[config.mk]
export PLATFORM = sky130hd
export DESIGN_NAME = seq_divider_32x16
export DESIGN_NICKNAME = d
export VERILOG_FILES = /design/src/rtl/seq_divider_32x16.sv
export SDC_FILE = /design/constraint.sdc
export NUM_CORES = 1
export LEC_CHECK = 0
export BUFFER_PORTS_ARGS = -buffer_cell sky130_fd_sc_hd__buf_2
export CORE_MARGIN = 3
export CORE_UTILIZATION = 57
export DETAILED_ROUTE_END_ITERATION = 8
export GPL_ROUTABILITY_DRIVEN = 0
export PLACE_DENSITY_LB_ADDON = 0.15
export SLEW_MARGIN = 20
export SYNTH_ARGS = -nofsm -noshare
export SYNTH_HDL_FRONTEND = slang
export SYNTH_SLANG_ARGS = --single-unit
[constraint.sdc]
create_clock -name clk -period 3.3 [get_ports clk]
set_input_delay 0.165 -clock clk [delete_from_list [all_inputs] [get_ports clk]]
set_output_delay 0.165 -clock clk [all_outputs]
set_load 0.01 [all_outputs]
[src/rtl/seq_divider_32x16.sv]
// Sequential radix-2 restoring divider: 2*BIT-bit dividend / BIT-bit divisor,
// one quotient bit per cycle, with valid/ready handshakes on both sides.
module seq_divider_32x16 #(
    parameter int unsigned BIT = 16
) (
    input  logic             clk,
    input  logic             rst,
    input  logic             in_valid,
    output logic             in_ready,
    input  logic [2*BIT-1:0] dividend,
    input  logic [BIT-1:0]   divisor,
    output logic             out_valid,
    input  logic             out_ready,
    output logic [BIT-1:0]   quotient,
    output logic [BIT-1:0]   remainder,
    output logic             div_by_zero,
    output logic             overflow
);

    localparam int unsigned CW = $clog2(BIT);

    typedef enum logic [1:0] {IDLE, CALC, DONE} state_t;

    state_t         state, state_next;
    logic [BIT:0]   r_reg;
    logic [BIT-1:0] q_reg;
    logic [BIT-1:0] dvs_reg;
    logic [CW-1:0]  counter;

    logic           accept;
    logic           zero_div;
    logic           ovf_div;
    logic           last_step;
    logic [BIT+1:0] shifted;
    logic [BIT+1:0] diff;
    logic [BIT:0]   r_step;
    logic [BIT-1:0] q_step;

    always_comb begin
        accept    = in_valid && in_ready;
        zero_div  = (divisor == '0);
        ovf_div   = (dividend[2*BIT-1:BIT] >= divisor);
        last_step = (counter == CW'(BIT - 1));
    end

    // One restoring step; the extra top bit of diff acts as the borrow flag.
    always_comb begin
        shifted = {r_reg, q_reg[BIT-1]};
        diff    = shifted - {2'b00, dvs_reg};
        if (diff[BIT+1]) begin
            r_step = shifted[BIT:0];
            q_step = {q_reg[BIT-2:0], 1'b0};
        end else begin
            r_step = diff[BIT:0];
            q_step = {q_reg[BIT-2:0], 1'b1};
        end
    end

    always_ff @(posedge clk) begin
        if (rst) begin
            state <= IDLE;
        end else begin
            state <= state_next;
        end
    end

    always_comb begin
        state_next = state;
        case (state)
            IDLE: begin
                if (accept) begin
                    state_next = (zero_div || ovf_div) ? DONE : CALC;
                end
            end
            CALC: begin
                if (last_step) begin
                    state_next = DONE;
                end
            end
            DONE: begin
                if (out_ready) begin
                    state_next = IDLE;
                end
            end
            default: state_next = IDLE;
        endcase
    end

    always_comb begin
        in_ready  = (state == IDLE) && !rst;
        out_valid = (state == DONE);
    end

    always_ff @(posedge clk) begin
        if (rst) begin
            r_reg       <= '0;
            q_reg       <= '0;
            dvs_reg     <= '0;
            counter     <= '0;
            quotient    <= '0;
            remainder   <= '0;
            div_by_zero <= 1'b0;
            overflow    <= 1'b0;
        end else begin
            case (state)
                IDLE: begin
                    if (accept) begin
                        dvs_reg <= divisor;
                        counter <= '0;
                        if (zero_div) begin
                            quotient    <= '1;
                            remainder   <= dividend[BIT-1:0];
                            div_by_zero <= 1'b1;
                            overflow    <= 1'b0;
                        end else if (ovf_div) begin
                            quotient    <= '1;
                            remainder   <= '0;
                            div_by_zero <= 1'b0;
                            overflow    <= 1'b1;
                        end else begin
                            r_reg       <= {1'b0, dividend[2*BIT-1:BIT]};
                            q_reg       <= dividend[BIT-1:0];
                            div_by_zero <= 1'b0;
                            overflow    <= 1'b0;
                        end
                    end
                end
                CALC: begin
                    r_reg   <= r_step;
                    q_reg   <= q_step;
                    counter <= counter + CW'(1);
                    if (last_step) begin
                        quotient  <= q_step;
                        remainder <= r_step[BIT-1:0];
                    end
                end
                default: begin
                end
            endcase
        end
    end

endmodule

==> impl.org, run 1 <==
** Clocking
- At the later pin of the worst-skew pair, clock insertion delay measures between 300 and 400 ps.
- Clock tree from TritonCTS :: built
- Cts bufs inserted :: 9
- The clock passes through at most 2 buffers.
- Number of H-tree levels :: 3
- Post-CTS repair changed the size of 0 cells.
- Quantity of hold-fixing buffers added after cts :: 0
- Setup fix buffers added after clock tree synthesis :: 0
- Clock-pin slew of the registers on the worst-case setup and hold paths :: ~100 ps
- For this design, the sink count on the clock tree is 89.
- In this run the clock root is driven by a sky130_fd_sc_hd__clkbuf_8.

** Floorplanning
- After floorplanning, the core was sized to cover ~8400 um2.
- The initial utilization of the core area, before any placement, comes to between 50% and 60%.
- Row cnt :: 33
- During I/O placement, the number of pins put on the boundary was just under 90.
- Height of the die :: ~100 um
- The floorplan step defined a die boundary enclosing ~10000 um2.
- In this run the horizontal extent of the chip is approximately 100 um.

** STA
- Clock skew on the completed layout was measured at 15.7 ps.
- The worst path meets setup with 365 ps of slack.
- The count of final max-slew check failures came to 0.
- In this run the tightest slew margin relative to its limit is 36.5%.
- At the pin with the least slew margin, the transition time is 952 ps.
- Based on the critical path, the design can be clocked at up to 341 MHz.
- Final setup violation count :: 0
- Setup total negative slack :: 0 ps
- The final critical path takes up between 80 and 90% of the cycle.
- The hold violation count in the final report came to 0.
- RSZ-0062 raised after global routing :: no
- The worst path in the final design needs a cycle of slightly below 3000 ps, including I/O delays and setup.

** Final layout
- The net count of the finished layout is approximately 750.
- In the final layout, the share of cells above drive strength 1 is 19.2%.
- The layout has ~710 filler cells.
- The finished layout holds 776 standard cells, fillers aside.
- Area added between synthesis and finish :: 13.8%
- Cells fill 68.1% of the core in the end.
- Number of flip-flops under the largest register name :: 17
- 0 antenna diodes ended up in the layout.

** Route
- Iter 0 DRT Violations :: approximately 270
- For this block, the routed nets add up to roughly 13000 um of wire.
- Vias after detailed routing :: roughly 4.6k
- The first detailed-routing pass ran for 5 iterations.
- WL per Instance :: between 15 and 20 um
- After detailed routing, the number of remaining DRC violations is 0.
- In the routed layout, each cell is associated on average with a via count of between 5 and 6.
- Number of routed nets with antenna violations :: 0

** Global route
- Congestion Overflow GR :: 0
- The number of global-route vias before repair is approximately 4.4k.
- Entering global routing, the biggest net connects 94 pins.
- In the global route stage, met3 resource usage came out at about 4%.
- Global routing met1 resource utilization :: 35.7%
- The first global-routing pass estimated roughly 21000 um of wire.
- Antenna violations before repair :: 0
- Met2 Usage GRT :: approximately 44%
- Global routing used a little over a quarter of the available tracks.
- The global routing stage identified its most utilized layer as met2.

** Synth
- Counting distinct cell types in the post-synthesis netlist gives 54.
- In the synthesized netlist the dominant register cell turns out to be sky130_fd_sc_hd__dfxtp_1.
- Number of enable flip-flop cells after synthesis :: 0
- Summing the sequential cell areas from Yosys gives 35.3% of the chip area.
- Summed instance area of the synthesized netlist :: just over 5000 um2
- After synthesis the netlist holds a flip-flop and latch count of 89.
- Synthesized instance count :: 597
- A synthesized cell averages ~8.4 um2.
- Synth async-reset ratio :: 0%
- The Yosys step of the flow raised 0 warnings.
- Post-synthesis net count :: 683

** Worst setup path
- Kind of start point of the critical path :: flop
- STA classifies the critical path endpoint as a flop.
- For the worst setup path, the data required time is 3570 ps.
- Worst Path Max Fanout :: 23
- Data on the critical path arrives at its endpoint at between 3000 and 4000 ps.
- By startpoint and endpoint, the worst setup path is classified as flop to flop.

** Pwr
- In this run the static leakage power is around 2.7 nW.
- Power density relative to cell area :: 531 nW/um2
- Worst IR drop on VDD :: ~0.00029 V

** Placement
- Number of placed cells counting well taps :: 760
- DP HPWL :: between 9000 and 10000 um
- Input/output buffers :: 87
- Worst slack, placed :: about 450 ps

** Min path
- The min-delay analysis places its worst path in the category primary input to flop.

** Status
- Run status :: completed

** Flow run
- Max-capacitance violation count :: 0
==> synthesized netlist by cell type, types with 2 or more instances <==
cell type	instances	share of area, %
sky130_fd_sc_hd__and2_0	2	0.25
sky130_fd_sc_hd__a211o_1	5	0.87
sky130_fd_sc_hd__inv_1	38	2.8
sky130_fd_sc_hd__nand4_1	5	0.62
sky130_fd_sc_hd__nor4_1	5	0.62
sky130_fd_sc_hd__nor2_1	70	5.2
sky130_fd_sc_hd__a211oi_1	45	6.7
sky130_fd_sc_hd__ha_1	33	8.2
sky130_fd_sc_hd__o211ai_1	2	0.30
sky130_fd_sc_hd__o31ai_1	18	2.7
sky130_fd_sc_hd__a21oi_1	36	3.6
sky130_fd_sc_hd__nor3_1	8	0.79
sky130_fd_sc_hd__a31oi_1	4	0.50
sky130_fd_sc_hd__o21ai_1	2	0.20
sky130_fd_sc_hd__xor2_1	9	1.6
sky130_fd_sc_hd__nor2b_1	6	0.74
sky130_fd_sc_hd__a21o_1	12	1.8
sky130_fd_sc_hd__buf_2	5	0.50
sky130_fd_sc_hd__nand3_1	8	0.79
sky130_fd_sc_hd__nand3b_1	4	0.60
sky130_fd_sc_hd__nor3b_1	2	0.30
sky130_fd_sc_hd__a41oi_1	2	0.35
sky130_fd_sc_hd__nand2_1	54	4.0
sky130_fd_sc_hd__a2bb2oi_1	8	1.4
sky130_fd_sc_hd__a311oi_1	6	1.0
sky130_fd_sc_hd__and3_1	3	0.37
sky130_fd_sc_hd__mux2_2	12	2.7
sky130_fd_sc_hd__dfxtp_1	89	35
sky130_fd_sc_hd__o21ai_0	9	0.89
sky130_fd_sc_hd__clkbuf_1	27	2.0
sky130_fd_sc_hd__buf_6	2	0.45
sky130_fd_sc_hd__buf_1	5	0.37
sky130_fd_sc_hd__xnor2_1	5	0.87
sky130_fd_sc_hd__nand2b_1	4	0.50
sky130_fd_sc_hd__mux2i_1	33	6.5
==> through the flow <==
step                power (mW)  area [um2]  hold slack, ps
floorplan                 2.07        5040             264
global placement          2.32        5560             396
detailed placement        2.35        5560             400
CTS                       3.05        5740            24.3
global route              3.23        5740            49.7
finish                    3.05        5740            41.8
==> critical path, stage by stage (launching register included) <==
cell,delay (ps)
sky130_fd_sc_hd__dfxtp_1,380
sky130_fd_sc_hd__inv_1,70
sky130_fd_sc_hd__ha_1,260
sky130_fd_sc_hd__nor2b_1,150
sky130_fd_sc_hd__o2111a_1,250
sky130_fd_sc_hd__nor2_1,250
sky130_fd_sc_hd__o31ai_1,140
sky130_fd_sc_hd__buf_4,170
sky130_fd_sc_hd__a211oi_4,240
sky130_fd_sc_hd__buf_12,210
sky130_fd_sc_hd__mux2_2,360
sky130_fd_sc_hd__a2bb2oi_1,130
sky130_fd_sc_hd__a211oi_1,220
==> power by group <==
part / internal (mW) / switching [mW] / leakage (nW) / total [mW]
combinational: 0.496 / 0.635 / 1.84 / 1.13
sequential: 1.16 / 0.0574 / 0.728 / 1.22
clock: 0.282 / 0.414 / 0.0835 / 0.696
==> placed cells by master, fill, tap and decap left out, types with 6 or more instances in the layout <==
| cell | n |
|---|---|
| sky130_fd_sc_hd__o31ai_1 | 18 |
| sky130_fd_sc_hd__inv_1 | 38 |
| sky130_fd_sc_hd__o21ai_0 | 9 |
| sky130_fd_sc_hd__nand2_1 | 54 |
| sky130_fd_sc_hd__a21o_1 | 12 |
| sky130_fd_sc_hd__a21oi_1 | 36 |
| sky130_fd_sc_hd__nor2b_1 | 6 |
| sky130_fd_sc_hd__clkbuf_8 | 9 |
| sky130_fd_sc_hd__mux2_2 | 12 |
| sky130_fd_sc_hd__dfxtp_1 | 89 |
| sky130_fd_sc_hd__nor3_1 | 8 |
| sky130_fd_sc_hd__a311oi_1 | 6 |
| sky130_fd_sc_hd__nand3_1 | 8 |
| sky130_fd_sc_hd__buf_2 | 87 |
| sky130_fd_sc_hd__ha_1 | 33 |
| sky130_fd_sc_hd__a2bb2oi_1 | 8 |
| sky130_fd_sc_hd__a211oi_1 | 45 |
| sky130_fd_sc_hd__buf_4 | 7 |
| sky130_fd_sc_hd__xor2_1 | 9 |
| sky130_fd_sc_hd__nor2_1 | 70 |
| sky130_fd_sc_hd__mux2i_1 | 33 |
==> worst paths after layout <==
kind / from / to / slack [ps] / cells past startpoint
setup / recovery: dvs_reg[1]$_SDFFE_PP0P_ / remainder[0]$_SDFFE_PP0P_ / 360 / 12
hold / removal: divisor[3] / dvs_reg[3]$_SDFFE_PP0P_ / 40 / 3
setup reg to reg: dvs_reg[1]$_SDFFE_PP0P_ / remainder[0]$_SDFFE_PP0P_ / 360 / 12
hold reg to reg: dvs_reg[6]$_SDFFE_PP0P_ / dvs_reg[6]$_SDFFE_PP0P_ / 480 / 2
==> final cells by class <==
| class | count | area (um2) | area share, % |
|---|---|---|---|
| flip-flops and latches | 89 | 1780 | 31.1 |
| inverters | 38 | 143 | 2.49 |
| multi-input cells | 431 | 2960 | 51.5 |
| clock buffers | 10 | 128 | 2.22 |
| well taps | 105 | 131 | 2.29 |
| clock inverters | 6 | 50.0 | 0.872 |
| repair buffers | 97 | 548 | 9.55 |
==> cell families after synthesis <==
| family | Yosys count | synth area share [%] |
|---|---|---|
| flops | 89 | 35.3 |
| simple gates | 178 | 15.9 |
| fa+ha+maj | 34 | 8.58 |
| xor+xnor | 14 | 2.43 |
| mux | 46 | 9.45 |
| compound gates | 159 | 22.2 |
| buf+inv | 77 | 6.15 |
==> layer usage <==
| metal | vias to the layer above | share of wire, % |
|---|---|---|
| met5 | - | 0 |
| met4 | 0 | 2.1 |
| met3 | 28 | 6.3 |
| met2 | 153 | 47 |
| met1 | 2175 | 44 |
| li1 | 2291 | - |
Power figures use the tool's default switching activity.
==> inputs of run 2 (changes only) <==
Settings changed: ABC_AREA set to 1, CORE_UTILIZATION 57 to 58.
==> impl.org, run 2 <==
** Global route
- The total overflow left after global routing is 0.
- Via count of the first global-routing pass :: roughly 5.6k
- The first global-routing pass estimated approximately 27000 um of wire.
- Entering global routing, the biggest net connects 69 pins.
- In the global route stage, overall resource usage came out at 29.6%.
- The number of antenna violations at the first check in global routing is 0.

** Floorplanning
- The die is about 110 um tall.
- Die outline area :: 11700 um2
- Total I/O pin count :: ~90
- Core region area :: about 10000 um2
- Starting density of the core :: approximately three fifths
- Die span in x :: 108 um
- The floorplan has 36 rows.

** Route
- Dividing the detail-routed via count by the number of cells gives ~5.4.
- Number of search-and-repair iterations in the first detailed-routing pass :: 6
- Vias after detailed routing :: about 6.5k
- The detailed router finished its first iteration with around 670 violations.
- WL per Instance :: roughly 14 um
- Number of routed nets with antenna violations :: 0
- Post-route DRC violation count :: 0
- After detailed routing, the total wire length is 17200 um.

** Synth
- Counting flops with an async set or reset pin after synthesis yields a share of 0%.
- Summed instance area of the synthesized netlist :: roughly 6000 um2
- Synthesized instance count :: 1001
- Most area-hungry cell type in the Yosys netlist :: sky130_fd_sc_hd__dfxtp_1
- Count leader, synth :: sky130_fd_sc_hd__nand2_1
- A synthesized cell averages between 6 and 7 um2.
- Post-synthesis net count :: approximately 1.1k
- After synthesis the netlist holds a flip-flop and latch count of 89.
- Leading cell types by count after synthesis :: sky130_fd_sc_hd__nand2_1, sky130_fd_sc_hd__inv_1, sky130_fd_sc_hd__nor2_1
- After synthesis, the netlist uses 31 different library cells.
- The Yosys step of the flow raised 0 warnings.
- The synthesized design contains 0 enable-type register cells.
- Commonest register cell after synthesis :: sky130_fd_sc_hd__dfxtp_1
- Sequential elements use approximately 30% of the synthesized area.
- Area share of the largest cell type after synthesis :: 29.5%
- Yosys attributes the largest share of cell area to sky130_fd_sc_hd__dfxtp_1, sky130_fd_sc_hd__nand2_1, sky130_fd_sc_hd__inv_1.

** Worst setup path
- Critical path endpoint category :: flop
- WP data arrival :: around 3000 ps
- Along the worst path, the maximum fanout reaches 20.
- STA classifies the critical path startpoint as a flop.
- Required time of the critical path :: between 3000 and 4000 ps
- Category of the most critical setup path :: flop to flop

** Status
- The flow ran to the end, and the final reports show no timing, DRC or antenna violations.

** Clocking
- In this run, CTS created clock tree buffers numbering 9.
- Counting along the longest clock path gives a buffer depth of 2.
- Clock net sink count :: 89
- Clock-pin slew of the registers on the worst-case setup and hold paths :: about 90 ps
- Buffers added to address setup during post-CTS repair amount to 0.
- Number of H-tree levels :: 3
- Count of cells resized by post-cts repair :: 0
- Clock tree from TritonCTS :: built
- Latest clock arrival within the worst-skew pair :: between 300 and 400 ps
- Quantity of hold-fixing buffers added after cts :: 0
- Root buf cell :: sky130_fd_sc_hd__clkbuf_8

** Placement
- DP HPWL :: between 10000 and 15000 um
- Number of placed cells counting well taps :: 1184
- Worst slack, placed :: around 690 ps
- Buffers placed on the I/O ports in this run total between 80 and 90.
- In this run the cell area measured after placement is about 6500 um2.

** Pwr
- Design Power :: between 6 and 7 mW
- Dividing total power by cell area gives a power density of 1000 nW/um2.
- Leakage power summed over all cells :: ~3.6 nW
- The worst-case IR drop observed on VDD is about 0.0006 V.

** STA
- The clock period could shrink to around 2700 ps.
- Dividing the final minimum period by the clock period gives about 80%.
- Derived from the worst setup path, the maximum achievable clock frequency is approximately 370 MHz.
- The count of final max-slew check failures came to 0.
- Across all setup checks in the final design, the least slack found is approximately 590 ps.
- Final Hold Slack :: ~34 ps
- Setup violations remaining at the end of the flow were counted as 0.
- RSZ-0062 raised after global routing :: no
- Worst-case headroom to the max-slew limit :: 49.5%
- For the pin with the worst max-slew slack, the measured transition is around 760 ps.
- Worst-case clock skew :: around 5.5 ps
- Setup total negative slack :: 0 ps
- The hold violation count in the final report came to 0.

** Final layout
- Counting the fill cells in the layout gives a little under 1k.
- In the layout the commonest cells are sky130_fd_sc_hd__nand2_1, sky130_fd_sc_hd__inv_1, sky130_fd_sc_hd__nor2_1.
- Area taken by multi-input logic gates :: between 3000 and 4000 um2
- For this run, the share of the core covered by cells in the final layout is between 60% and 70%.
- Filler-free cell count of the finished design :: between 1k and 1.5k
- 0 antenna diodes ended up in the layout.
- Leading cell type in the layout, fill and taps excluded :: sky130_fd_sc_hd__nand2_1
- The finished cells cover between 6000 and 7000 um2.
- Proportion of layout cells with a drive suffix above 1 :: a little under an eighth
- From synthesis to final layout, the design area changed by 11.6%.
- NumNets Final :: around 1.1k
- Number of flip-flops under the largest register name :: 17
- FF+latch area :: 1780 um2

** Flow run
- Max-capacitance violation count :: 0

** Min path
- The worst hold path belongs to the class primary input to flop.
==> run 2: changes by cell type in the layout (fill, tap and decap cells not counted), sizes merged, moves of 17 or more <==
cell | previous run | this run
a21oi | 36 | 53
nand4 | 5 | 29
mux2i | 33 | 0
nor2 | 70 | 131
nand2 | 54 | 284
nand3 | 8 | 106
a211oi | 46 | 0
inv | 40 | 158
==> run 2: final cells by class <==
type | instances | area share (%)
clock buffer | 10 | 2.04
clock inverter | 6 | 1.15
inverter | 159 | 8.85
multi-input combinational | 706 | 51.3
sequential | 89 | 26.4
tap | 133 | 2.47
timing repair buffer | 97 | 7.76
==> run 2: path summary, 6_finish.rpt <==
| check | startpoint | endpoint | slack, ps | cells after the start |
|---|---|---|---|---|
| setup / recovery | r_reg[5]$_SDFFE_PP0P_ | r_reg[15]$_SDFFE_PP0P_ | 590 | 15 |
| hold / removal | out_ready | state[1]$_SDFFE_PP0P_ | 30 | 4 |
| setup reg to reg | r_reg[5]$_SDFFE_PP0P_ | r_reg[15]$_SDFFE_PP0P_ | 590 | 15 |
| hold reg to reg | quotient[3]$_SDFFE_PP0P_ | quotient[3]$_SDFFE_PP0P_ | 450 | 2 |
==> run 2: kinds of logic (layout without fill, tap and decap cells) <==
group           after synthesis  count (layout)  synth area share (%)
compound gates              110             110                  10.2
xor+xnor                      8               8                  1.16
fa+ha+maj                    34              34                  7.16
buf+inv                     206             272                  13.3
flops                        89              89                  29.5
simple gates                554             554                  38.7
==> run 2: worst max-delay path, stage by stage, from the launching register on <==
cell	delay, ps
sky130_fd_sc_hd__dfxtp_1	350
sky130_fd_sc_hd__ha_1	370
sky130_fd_sc_hd__nand2_1	100
sky130_fd_sc_hd__nand2_1	100
sky130_fd_sc_hd__nand2_1	80
sky130_fd_sc_hd__nand2_1	60
sky130_fd_sc_hd__inv_1	70
sky130_fd_sc_hd__nand3_1	100
sky130_fd_sc_hd__nand2_1	110
sky130_fd_sc_hd__nand2_1	80
sky130_fd_sc_hd__nand2_1	560
sky130_fd_sc_hd__nand2_1	250
sky130_fd_sc_hd__nand3_1	130
sky130_fd_sc_hd__nand2_1	90
sky130_fd_sc_hd__nor2_1	100
sky130_fd_sc_hd__nor2_1	50
==> run 2: metal layers <==
metal	up-vias	GRT usage, %	routed length [um]
met5	-	0	0
met4	0	9.29	344
met3	29	4.60	1410
met2	287	43.3	7340
met1	2900	44.4	8130
li1	3295	-	-
==> run 2: power breakdown <==
| part | switching (mW) | total (mW) | internal [mW] |
|---|---|---|---|
| logic | 2.90 | 4.25 | 1.35 |
| registers | 0.259 | 1.69 | 1.43 |
| clock network | 0.437 | 0.819 | 0.381 |
| total | 3.60 | 6.76 | 3.16 |
==> inputs of run 3 (changes only) <==
Settings changed: ABC_AREA 1 to 0, CORE_UTILIZATION 58 to 57.
Clock period 3.3 ns to 2.77 ns, I/O delays scaled along.
==> impl.org, run 3 (same netlist as run 1, synthesis figures left out) <==
** Status
- Run status :: finished, violations left
- The final reports fail on setup timing.

** Floorplanning
- Total I/O pin count :: between 80 and 90
- Die outline area :: roughly 10000 um2
- Die span in x :: ~100 um
- The floorplan step defined a core boundary enclosing between 8000 and 9000 um2.
- Row cnt :: 33
- Starting density of the core :: approximately three fifths
- Height of the die :: approximately 100 um

** STA
- Min Clock Period, post-route :: approximately 2800 ps
- Period utilisation layout :: 100%
- Once routing completed, OpenROAD measured the worst setup slack at -6.67 ps.
- Final setup violation count :: 1
- Worst-case headroom to the max-slew limit :: a little over a third
- Final Hold Slack :: approximately 26 ps
- Final-report max-slew violation count :: 0
- Based on the critical path, the design can be clocked at up to 360 MHz.
- The hold violation count in the final report is 0.
- For the final database, setup skew stands at approximately 17 ps.
- For the pin with the worst max-slew slack, the measured transition is roughly 1000 ps.

** Final layout
- NumNets Final :: 786
- Antenna diode instance count :: 0
- Area added between synthesis and finish :: 25.9%
- Layout fillers :: approximately 620
- Summing all multi-input logic gate instances after layout gives 3150 um2.
- The finished layout holds around 800 standard cells, fillers aside.
- Summing all flip-flop and latch instances after layout gives about 1800 um2.
- The top cell types in the final layout, fill and taps aside, are sky130_fd_sc_hd__buf_2, sky130_fd_sc_hd__dfxtp_1, sky130_fd_sc_hd__nor2_1.
- The library cell used most frequently in the layout, excluding fill and tap cells, is sky130_fd_sc_hd__buf_2.
- The post-route netlist has about a quarter of its cells at a drive strength greater than 1.
- The finished cells cover 6350 um2.
- Number of flip-flops under the largest register name :: 17

** Global route
- Global routing finished with a remaining overflow of 0.
- The number of antenna violations at the first check in global routing is 0.
- Total GRT Usage :: between 20% and 30%
- Pin count of the biggest net entering global routing :: 94
- The number of global-route vias before repair is approximately 4.4k.
- First-pass GRT wire length :: approximately 22000 um

** Worst setup path
- Most used cell, CP :: sky130_fd_sc_hd__buf_4
- The setup path with the least slack is of type flop to flop.
- In this run the worst path has a maximum fanout of 6.
- The most critical setup path has its startpoint at r_reg[7]$_SDFFE_PP0P_.
- The signal on the critical path passes through ha_1 > a21o_1 > a31oi_2 > o31ai_2 > buf_4 > a211oi_4 > buf_4 > clkbuf_16 > mux2i_4 > a2bb2oi_1 > a211oi_1.
- Data on the critical path arrives at its endpoint at 2970 ps.
- STA puts the critical path data required time at around 3000 ps.
- Across all register-to-register paths, the minimum setup slack is -7 ps.
- Critical path endpoint category :: flop
- WP buf/inv :: 3
- CP max stage cell :: sky130_fd_sc_hd__dfxtp_1
- Max incr delay on CP :: roughly 430 ps
- Kind of start point of the critical path :: flop
- The worst register-to-register path begins at r_reg[7]$_SDFFE_PP0P_.
- The worst register-to-register path ends at remainder[8]$_SDFFE_PP0P_.
- Kind of cell adding the most delay to the critical path :: compound AO/OA/AOI/OAI gates
- The critical path runs through a total of 11 cells.
- End point of the critical path :: remainder[8]$_SDFFE_PP0P_
- For the worst flop-to-flop path, the logic depth is 11.

** Route
- The first routing iteration left around 390 violations.
- In the routed layout, each cell is associated on average with a via count of around 6.
- In the final routed layout, each cell accounts on average for about 18 um.
- Before antenna repair, the detailed router went through 5 iterations.
- The detail route stage leaves a number of antenna-violating nets equal to 0.
- Summed over all layers, the routed wires come to ~14000 um.
- Across all layers, the routed design uses about 4.9k vias.
- Post-route DRC violation count :: 0

** Min path
- In this run the worst hold path is classified as primary input to flop.

** Clocking
- Latest clock arrival within the worst-skew pair :: between 300 and 400 ps
- Number of H-tree levels :: 3
- Clock net sink count :: 89
- Clock tree from TritonCTS :: built
- The clock passes through at most 2 buffers.
- Clock-pin slew of the registers on the worst-case setup and hold paths :: approximately 100 ps
- Root buf cell :: sky130_fd_sc_hd__clkbuf_8
- Cts bufs inserted :: 9

** Placement
- During placement, the flow inserted port buffers numbering 87.
- Once placement completed, the tool counted placed cells totaling roughly 770.
- The wire-length estimate of the detail-placed layout is 9620 um.
- Cell Area, Placed :: about 5700 um2
- Worst slack, placed :: -19.1 ps

** Flow run
- Max-cap violations in this run came to 0.

** Pwr
- Power density relative to cell area :: ~660 nW/um2
- The analysis attributes to cell leakage a power of 2.91 nW.
- Design Power :: 4.19 mW
- Worst IR drop on VDD :: between 0.0004 and 0.0005 V
## run 3: worst min-delay path by stage
stage | to | slack [ps] | cells past startpoint | from
6_report | dvs_reg[11]$_SDFFE_PP0P_ | 30 | 3 | divisor[11]
5_1_grt | dvs_reg[1]$_SDFFE_PP0P_ | 30 | 3 | divisor[1]
4_1_cts | dvs_reg[11]$_SDFFE_PP0P_ | 10 | 3 | divisor[11]
3_5_place_dp | dvs_reg[6]$_SDFFE_PP0P_ | 370 | 3 | divisor[6]
3_3_place_gp | dvs_reg[7]$_SDFFE_PP0P_ | 360 | 3 | divisor[7]
2_1_floorplan | dvs_reg[0]$_SDFFE_PP0P_ | 240 | 2 | divisor[0]
## run 3: timing repair
action / CTS / global route
gates cloned: 1 / 3
buffers inserted: 0 / 9
hold endpoints to repair: 9 / 0
resized for setup: 1 / 46
pin swaps: 0 / 17
endpoints found under the setup margin: 7 / 60
hold buffers: 9 / 0
## run 3: layer usage
| layer | wire (um) | global-route usage [%] | vias up | part of all wire [%] |
|---|---|---|---|---|
| li1 | - | - | 2355 | - |
| met1 | 6140 | 36.8 | 2313 | 43 |
| met2 | 6770 | 43.2 | 188 | 48 |
| met3 | 860 | 3.27 | 42 | 6.1 |
| met4 | 415 | 9.64 | 0 | 2.9 |
| met5 | 0 | 0 | - | 0 |
## run 3: area by class of cell
class / count / share of cell area, %
clock buffers: 9 / 1.95
clock inverters: 7 / 1.12
inverters: 38 / 2.25
multi-input cells: 431 / 49.6
flip-flops and latches: 89 / 28.1
well taps: 105 / 2.07
repair buffers: 131 / 14.9
## run 3: through the flow
stage	setup TNS (ps)	utilization, %
finish	-6.67	75.4
global route	-1280	75.4
CTS	0	71.3
detailed placement	-43.3	67.5
global placement	0	67.5
floorplan	0	-
## run 3: where the power goes
group	switching, mW	internal (mW)	leakage (nW)
clock network	0.546	0.353	0.0931
registers	0.0742	1.39	0.729
logic	0.923	0.911	2.09
total	1.54	2.65	2.91
## run 3: worst min-delay path, cell delays in order
cell and delay, ps:
sky130_fd_sc_hd__buf_2 100, sky130_fd_sc_hd__nand2_1 50, sky130_fd_sc_hd__o31ai_1 60
